## config.mk

```make
export PLATFORM = sky130hd
export DESIGN_NAME = scan_chain_sequencer
export DESIGN_NICKNAME = d
export VERILOG_FILES = /design/src/rtl/scan_chain_sequencer.sv
export SDC_FILE = /design/constraint.sdc
export NUM_CORES = 1
export LEC_CHECK = 0
export BUFFER_PORTS_ARGS = -buffer_cell sky130_fd_sc_hd__buf_2
export CAP_MARGIN = 20
export CORE_MARGIN = 4
export CORE_UTILIZATION = 60
export CTS_BUF_LIST = sky130_fd_sc_hd__clkbuf_16
export CTS_CLUSTER_SIZE = 30
export DETAILED_ROUTE_END_ITERATION = 6
export GPL_TIMING_DRIVEN = 0
export PLACE_DENSITY = 0.85
export SLEW_MARGIN = 10
export SYNTH_ARGS = -nofsm -noshare
export SYNTH_HDL_FRONTEND = slang
export SYNTH_SLANG_ARGS = --single-unit
```

## constraint.sdc

```tcl
create_clock -name wb_clk_i -period 5.8 [get_ports wb_clk_i]
set_input_delay 0.29 -clock wb_clk_i [delete_from_list [all_inputs] [get_ports wb_clk_i]]
set_output_delay 0.29 -clock wb_clk_i [all_outputs]
set_load 0.05 [all_outputs]
```

## src/rtl/scan_chain_sequencer.sv

```systemverilog
// Purpose : Wishbone-controlled scan chain sequencer; shifts a CHAIN_LEN-bit image into the core while capturing the old chain.
// Latency : WB ack one cycle after accept; scan_enable high for CHAIN_LEN cycles after the GO ack edge, DONE one cycle later.
// Backpr. : single outstanding WB access; ack is high for one cycle, so a held strobe gets one idle cycle between accesses.
//
// Ports:
//   wb_clk_i / wb_rst_i        clock, synchronous active-high reset
//   wbs_*                      Wishbone slave: cyc/stb/we/sel/adr/dat in, ack/dat out
//   scan_enable/scan_in        shift enable and serial data towards the core
//   scan_out                   serial data returning from the core chain tail
//   halt                       core halt flag, reported in STAT only
//   proc_en                    core run enable, forced low while a scan is in flight
//   irq_o                      level interrupt, DONE && IRQ_EN
module scan_chain_sequencer #(
    parameter int CHAIN_LEN = 96
) (
    input  logic        wb_clk_i,
    input  logic        wb_rst_i,
    input  logic        wbs_stb_i,
    input  logic        wbs_cyc_i,
    input  logic        wbs_we_i,
    input  logic [3:0]  wbs_sel_i,
    input  logic [31:0] wbs_adr_i,
    input  logic [31:0] wbs_dat_i,
    output logic        wbs_ack_o,
    output logic [31:0] wbs_dat_o,
    output logic        scan_enable,
    output logic        scan_in,
    input  logic        scan_out,
    input  logic        halt,
    output logic        proc_en,
    output logic        irq_o
);

    localparam int WORDS = (CHAIN_LEN + 31) / 32;
    localparam int PW    = WORDS * 32;
    localparam int CW    = $clog2(CHAIN_LEN);

    typedef enum logic [1:0] {
        S_IDLE  = 2'd0,
        S_SHIFT = 2'd1,
        S_FIN   = 2'd2
    } state_t;

    state_t               r_state;
    logic [CHAIN_LEN-1:0] r_img;
    logic [CW-1:0]        r_cnt;
    logic                 r_proc_go;
    logic                 r_irq_en;
    logic                 r_done;
    logic                 r_err;
    logic                 r_ack;
    logic                 r_scan_en;

    logic        w_acc;
    logic        w_wr;
    logic [7:0]  w_adr;
    logic [7:0]  w_off;
    logic [5:0]  w_word;
    logic        w_is_ctrl;
    logic        w_is_stat;
    logic        w_is_data;
    logic        w_busy;
    logic        w_go_req;
    logic        w_go_ok;
    logic        w_err_set;
    logic        w_clr_done;
    logic        w_clr_err;
    logic        w_done_nxt;
    logic        w_err_nxt;
    logic [PW-1:0] w_pad;
    logic [PW-1:0] w_pad_wr;
    logic [31:0] w_rdat;
    logic        w_unused_adr;

    // Only the low address byte is decoded.
    assign w_unused_adr = ^wbs_adr_i[31:8];

    always_comb begin
        w_adr     = wbs_adr_i[7:0];
        w_acc     = wbs_cyc_i & wbs_stb_i & ~r_ack;
        w_wr      = w_acc & wbs_we_i;
        w_is_ctrl = (w_adr == 8'h00);
        w_is_stat = (w_adr == 8'h04);
        w_off     = w_adr - 8'h10;
        w_word    = w_off[7:2];
        w_is_data = (w_adr >= 8'h10) && (w_off[1:0] == 2'b00) && (int'(w_word) < WORDS);
        w_busy    = (r_state != S_IDLE);

        // Image zero-padded to whole words: bits above CHAIN_LEN read 0 and
        // are dropped again when the written word is truncated back.
        w_pad = '0;
        w_pad[CHAIN_LEN-1:0] = r_img;
        w_pad_wr = w_pad;
        if (w_is_data) begin
            for (int b = 0; b < 4; b++) begin
                if (wbs_sel_i[b]) begin
                    w_pad_wr[int'(w_word)*32 + b*8 +: 8] = wbs_dat_i[b*8 +: 8];
                end
            end
        end

        // GO lives in lane 0; the PROC_GO bit of the same write decides
        // whether the scan is allowed (a running core must not be scanned).
        w_go_req  = w_wr & w_is_ctrl & wbs_sel_i[0] & wbs_dat_i[0];
        w_go_ok   = w_go_req & ~w_busy & ~wbs_dat_i[1];
        w_err_set = (w_go_req & (w_busy | wbs_dat_i[1])) | (w_wr & w_is_data & w_busy);

        w_clr_done = w_wr & w_is_stat & wbs_sel_i[0] & wbs_dat_i[1];
        w_clr_err  = w_wr & w_is_stat & wbs_sel_i[0] & wbs_dat_i[2];
        // Set has priority over a same-edge W1C.
        w_done_nxt = (r_state == S_FIN) | (r_done & ~w_clr_done);
        w_err_nxt  = w_err_set | (r_err & ~w_clr_err);

        w_rdat = 32'h0;
        if (w_is_ctrl) begin
            w_rdat = {29'h0, r_irq_en, r_proc_go, 1'b0};
        end else if (w_is_stat) begin
            w_rdat = {27'h0, proc_en, halt, r_err, r_done, w_busy};
        end else if (w_is_data) begin
            w_rdat = w_pad[int'(w_word)*32 +: 32];
        end
    end

    always_ff @(posedge wb_clk_i) begin
        if (wb_rst_i) begin
            r_state   <= S_IDLE;
            r_img     <= '0;
            r_cnt     <= '0;
            r_proc_go <= 1'b0;
            r_irq_en  <= 1'b0;
            r_done    <= 1'b0;
            r_err     <= 1'b0;
            r_ack     <= 1'b0;
            r_scan_en <= 1'b0;
        end else begin
            r_ack  <= w_acc;
            r_done <= w_done_nxt;
            r_err  <= w_err_nxt;

            // PROC_GO/IRQ_EN are stored even while busy; proc_en is gated by state.
            if (w_wr && w_is_ctrl && wbs_sel_i[0]) begin
                r_proc_go <= wbs_dat_i[1];
                r_irq_en  <= wbs_dat_i[2];
            end

            case (r_state)
                S_IDLE: begin
                    r_scan_en <= 1'b0;
                    if (w_go_ok) begin
                        r_state   <= S_SHIFT;
                        r_cnt     <= CW'(CHAIN_LEN - 1);
                        r_scan_en <= 1'b1;
                    end else if (w_wr && w_is_data) begin
                        r_img <= w_pad_wr[CHAIN_LEN-1:0];
                    end
                end
                S_SHIFT: begin
                    // MSB leaves on scan_in while the chain tail enters at the LSB,
                    // so after CHAIN_LEN shifts the image holds the old chain in order.
                    r_img <= {r_img[CHAIN_LEN-2:0], scan_out};
                    r_cnt <= r_cnt - 1'b1;
                    if (r_cnt == '0) begin
                        r_state   <= S_FIN;
                        r_scan_en <= 1'b0;
                    end
                end
                S_FIN: begin
                    r_state   <= S_IDLE;
                    r_scan_en <= 1'b0;
                end
                default: begin
                    r_state   <= S_IDLE;
                    r_scan_en <= 1'b0;
                end
            endcase
        end
    end

    assign wbs_ack_o   = r_ack;
    assign wbs_dat_o   = w_rdat;
    assign scan_enable = r_scan_en;
    assign scan_in     = r_img[CHAIN_LEN-1];
    assign proc_en     = r_proc_go & (r_state == S_IDLE);
    assign irq_o       = r_done & r_irq_en;

endmodule
```

After elaboration in Yosys (flattened, before gate mapping)
Index checks and enable logic that the tools add are counted.
Cells by class
  add/sub/neg operators: 9
  $lt $le $gt $ge: 2
  eq/ne operators: 8
  shift-type cells: 9
  muxes and demuxes: 26
  bitwise operators: 28
  reduce and logical (&&, ||, !) cells: 14
Operators by type and width (count)
  $mux 96: 10
  $bwmux 96: 4
  $shift 8x33->96 const A: 4
  $shiftx 8x33->96: 4
  $pmux 96 s2: 1
  $neg 12->33: 3
  $mux 32: 3
  $shiftx 96x12->32: 1
  $neg 11->33: 1
  $add 11x5->12 const B: 2
  $and 1x1->1: 19
  $pmux 7 s2: 1
  $add 11x4->12 const B: 1
  $ne 2x2->1 const B: 5
  $eq 8x3->1 const B: 1
  $ge 8x5->1 const B: 1
  $logic_not 8->1: 1
  $sub 8x5->8 const B: 1
  $logic_not 7->1: 1
  $mux 7: 1
  $sub 7x1->7 const B: 1
  $lt 6x2->1 const B: 1
  $logic_and 1x1->1: 5
  $not 1->1: 5
  11 further kinds: 19
Word-level totals
  register bits: 111
  input port bits: 75
  output and inout port bits: 37
  logic and storage cells: 105

Depth between registers and ports, before layout
  depth after elaboration: 18
  mapped depth: 13
  gate-level depth less buffers: 10

Worst setup path before layout
Ideal clock, no wire load.
  path kind: in2out
  from: input wbs_adr_i[4]
  to: output wbs_dat_o[1]
  data arrival time: 3040 ps
  data required time: 5510 ps
  path slack: 2470 ps
  stages: 10
  path buffers: 3
  cells stage by stage: buf_6 inv_1 ha_1 buf_2 nand2_1 or3_1 buf_2 nor3_1 a22oi_1 o21ai_0
On the way
  word-level cells in the longest chain between the ends: 6
  elaborated cells between the ends (all ways): 11
  classes of those cells: 1 x add/sub; 2 x order compare; 1 x eq/ne; 1 x shift; 3 x mux; 3 x reduce/logical
Ends and longest elaborated chain
  start: declaration: line 22  | input logic [31:0] wbs_adr_i,
  parallel branches: the longest is 5 deep, another holds $sub 8x5->8
  $mux 32 *: line 115  | if (w_is_ctrl) begin
  end: declaration: line 25  | output logic [31:0] wbs_dat_o,
Mark *: on every way between the ends.

Worst setup path after layout
  from: input wbs_adr_i[3]
  to: output wbs_dat_o[19]
The elaborated chain is that of the path after synthesis.

==> impl_metrics.yaml <==
clock_network:
  clk_path_buf_depth: 2
  cts_tree: "built"
  cts_max_level: 3
  cts_hold_buf: 0
  cts.sinks: 111
  clock_latency_ns: 0.35
  cts.clk_slew.worst_paths_ns: 0.07
  cts_buffers: 9
  cts_resized: 0
  cts_setup_buffers: 0
  root_buffer: "clkbuf_16"
route:
  ant_nets: 0
  drtPass1Iterations: 7
  wl_um: 20500
  wl_per_cell_um: 18.9
  viasPerCell: 6.70
  drt_iter0_markers: 1056
  drc: 0
  vias: 7257
global_route:
  track_usage_pct: 31.4
  antenna_found_initial: 0
  grt_pass1_vias: 6581
  grt_pass1_wl_um: 33000
  grt_max_degree: 17
  grt-ovfl-total: 0
job:
  maxCapViolations: 0
power_and_ir_drop:
  switching_power_uw: 376
  switching_share_pct: 23.6
  peakVddDrop_uv: 191
  power.leakage_uw: 0.00266
  clockPowerShare_pct: 44.2
  p_seq_share_pct: 47.9
  p_int_uw: 1210
  p_per_area_nw_per_um2: 210
  comb_power_share_pct: 7.9
worst_setup_path:
  end_kind: "output pin"
  cp_common_cell: "clkbuf_1"
  cp_max_fo: 10
  critical_path_class: "primary input to output pin"
  worstPathArrival_ns: 3.61
  crit_buf_inv: 6
  reg2reg_to: "r_img[94]$_SDFFE_PP0P_"
  r2r_slack_ns: 2.97
  cpLargestDelayFamily: "buffers and inverters"
  crit_chain: "buf_2 -> clkbuf_1 -> inv_1 -> ha_1 -> and3_1 -> clkbuf_1 -> nor3_1 -> o21ai_1 -> clkbuf_1 -> nor2_1 -> buf_2"
  cp-start-kind: "primary input"
  critPathRequiredTime_ns: 5.51
  rr_startpoint: "r_state[0]$_SDFFE_PP0P_"
  crit_slowest_cell: "o21ai_1"
  r2r_cells: 7
  cpPeakStageDelay_ns: 0.57
placement:
  place_area_sq_um: 7240
  dpl.hpwl_um: 14700
  port_buffers: 85
  gp_congestion: 0.955
logic_synthesis:
  synthCells: 841
  synth_edf_count: 0
  yosys-top-cells-count: "dfxtp_1, nand3_1, nor2_1"
  synth_most_common_cell: "dfxtp_1"
  syn_avg_cell_area_sq_um: 7.87
  synth_top_area_share_pct: 33.6
  ys_seq_area_share_pct: 33.6
  syn_nets: 926
  synth_top_family_by_area: "simple AND/OR/NAND/NOR gates"
  synth_fa_ha_area_share_pct: 1.89
  synth-seq-cells: 111
  synth_warnings: 0
  synthSimpleGateAreaFrac_pct: 26.8
  synth_compound_area_share_pct: 24.9
  syn_area_sq_um: 6620
  ys_types: 51
  synth_area_leaders: "dfxtp_1, nand3_1, a22oi_1"
  synth_ff_type: "dfxtp_1"
  synth_area_leader_cell: "dfxtp_1"
  synthArstFlopShare_pct: 0
  muxShareOfSynthArea_pct: 6.50
  synth_xor_area_share_pct: 1.42
timing:
  min_period_ns: 3.90
  fmax_ghz: 0.257
  period_share_pct: 67.2
  setup_tns_ns: 0
  rsz0062_at_grt: "false"
  finalHoldViolations: 0
  max-slew-margin-rel_pct: 25.3
  finalClockSkew_ns: 0.00590
  worstMarginPinSlew_ns: 1.11
  setup_viol: 0
  maxSlewViolCount: 0
die:
  fp.dieW_um: 113
  rows: 38
  start_util_pct: 61.1
  core_sq_um: 10800
  ios: 112
  fp.dieH_um: 113
  die-area_sq_um: 12800
final_layout:
  n_fill_cell: 931
  nets: 1024
  finish.utilization_pct: 69.8
  area_delta_synth_final_pct: 14.3
  antennaDiodeCount: 0
  drive_gt1_share_pct: 15.2
  finalInstanceArea_sq_um: 7570
hold_path:
  holdPathEnd: "wbs_ack_o$_SDFF_PP0_"
  hold_path_class: "primary input to flip-flop"
  hold_depth: 3
  hp-start: "wbs_stb_i"
status:
  status: "finished clean"
==> area by class of cell <==
type,instances,area [sq um],area share [%]
flip-flops and latches,111,2220,29.4
clock buffers,9,225,2.98
plain buffers,65,278,3.67
clock inverters,6,101,1.34
multi-input cells,652,4080,53.9
well taps,140,175,2.31
inverters,13,48.8,0.645
repair buffers,87,440,5.82
==> worst max path at each step <==
stage | startpoint | endpoint | slack (ns) | cells after the start
6_report | wbs_adr_i[3] | wbs_dat_o[19] | 1.90 | 11
5_1_grt | wbs_adr_i[4] | wbs_dat_o[16] | 1.61 | 13
4_1_cts | wbs_adr_i[4] | wbs_dat_o[19] | 2.00 | 13
3_5_place_dp | wbs_adr_i[4] | wbs_dat_o[19] | 1.97 | 13
3_3_place_gp | wbs_adr_i[4] | wbs_dat_o[13] | 2.01 | 13
2_1_floorplan | wbs_adr_i[4] | wbs_dat_o[1] | 2.47 | 10
==> cell families after synthesis <==
family	Yosys count
adders and majority gates	10
xor gates and xnor gates	9
and+or+nand+nor	360
AOI/OAI and AO/OA	231
buffers and inverters	78
muxes	42
DFF	111
==> layer usage <==
layer  GRT usage, %  routed length, um  up-vias
met4           10.7                621        0
met3           7.06               2340       69
met1           44.2               8530     3347
met5              0                  0        -
li1               -                  -     3342
met2           47.7               9020      499
==> through the flow <==
step	worst slack, ns	std cells	total power (uW)	hold WS, ns
2_1_floorplan	2.47	841	851	0.408
3_5_place_dp	1.97	1068	902	0.448
4_1_cts	2.00	1083	1580	0.164
6_report	1.90	1083	1590	0.164
3_3_place_gp	2.01	1066	901	0.428
5_1_grt	1.61	1083	1630	0.176
==> placed cells by master, fill, tap and decap left out, types with 6 or more instances in the layout <==
cell         n
dfxtp_1    111
nand3_1    103
nor2_1     100
buf_2       92
nand2_1     66
a21oi_1     61
a22oi_1     56
clkbuf_1    51
a31oi_1     51
mux2i_1     34
nor3_1      33
a221oi_1    25
inv_1       13
ha_1        10
o21ai_0      9
nand4_1      9
nor4_2       9
nor2b_1      9
clkbuf_16    9
a311oi_2     8
mux2_1       8
nor4_1       6
a311oi_1     6
==> worst register-to-register path: stages (launching register included) <==
cell,delay (ns)
dfxtp_1,0.31
clkbuf_1,0.31
inv_2,0.19
nor2_1,0.53
clkbuf_1,0.48
clkbuf_1,0.54
a22oi_1,0.19
a31oi_1,0.19
==> power groups by stage <==
stage	logic (uW)	clock network [uW]	registers (uW)
finish	126	703	763
global route	133	730	763
CTS	122	699	763
detailed placement	121	0	781
global placement	120	0	781
floorplan	69.1	0	782
==> sequential cells by signal (all words and copies together) (netlist names) <==
register     flops
wbs_ack_o        1
r_state          2
r_img           96
scan_enable      1
r_done           1
r_err            1
r_proc_go        1
r_irq_en         1
r_cnt            7
Note: power is estimated with default switching activity, not from simulation.
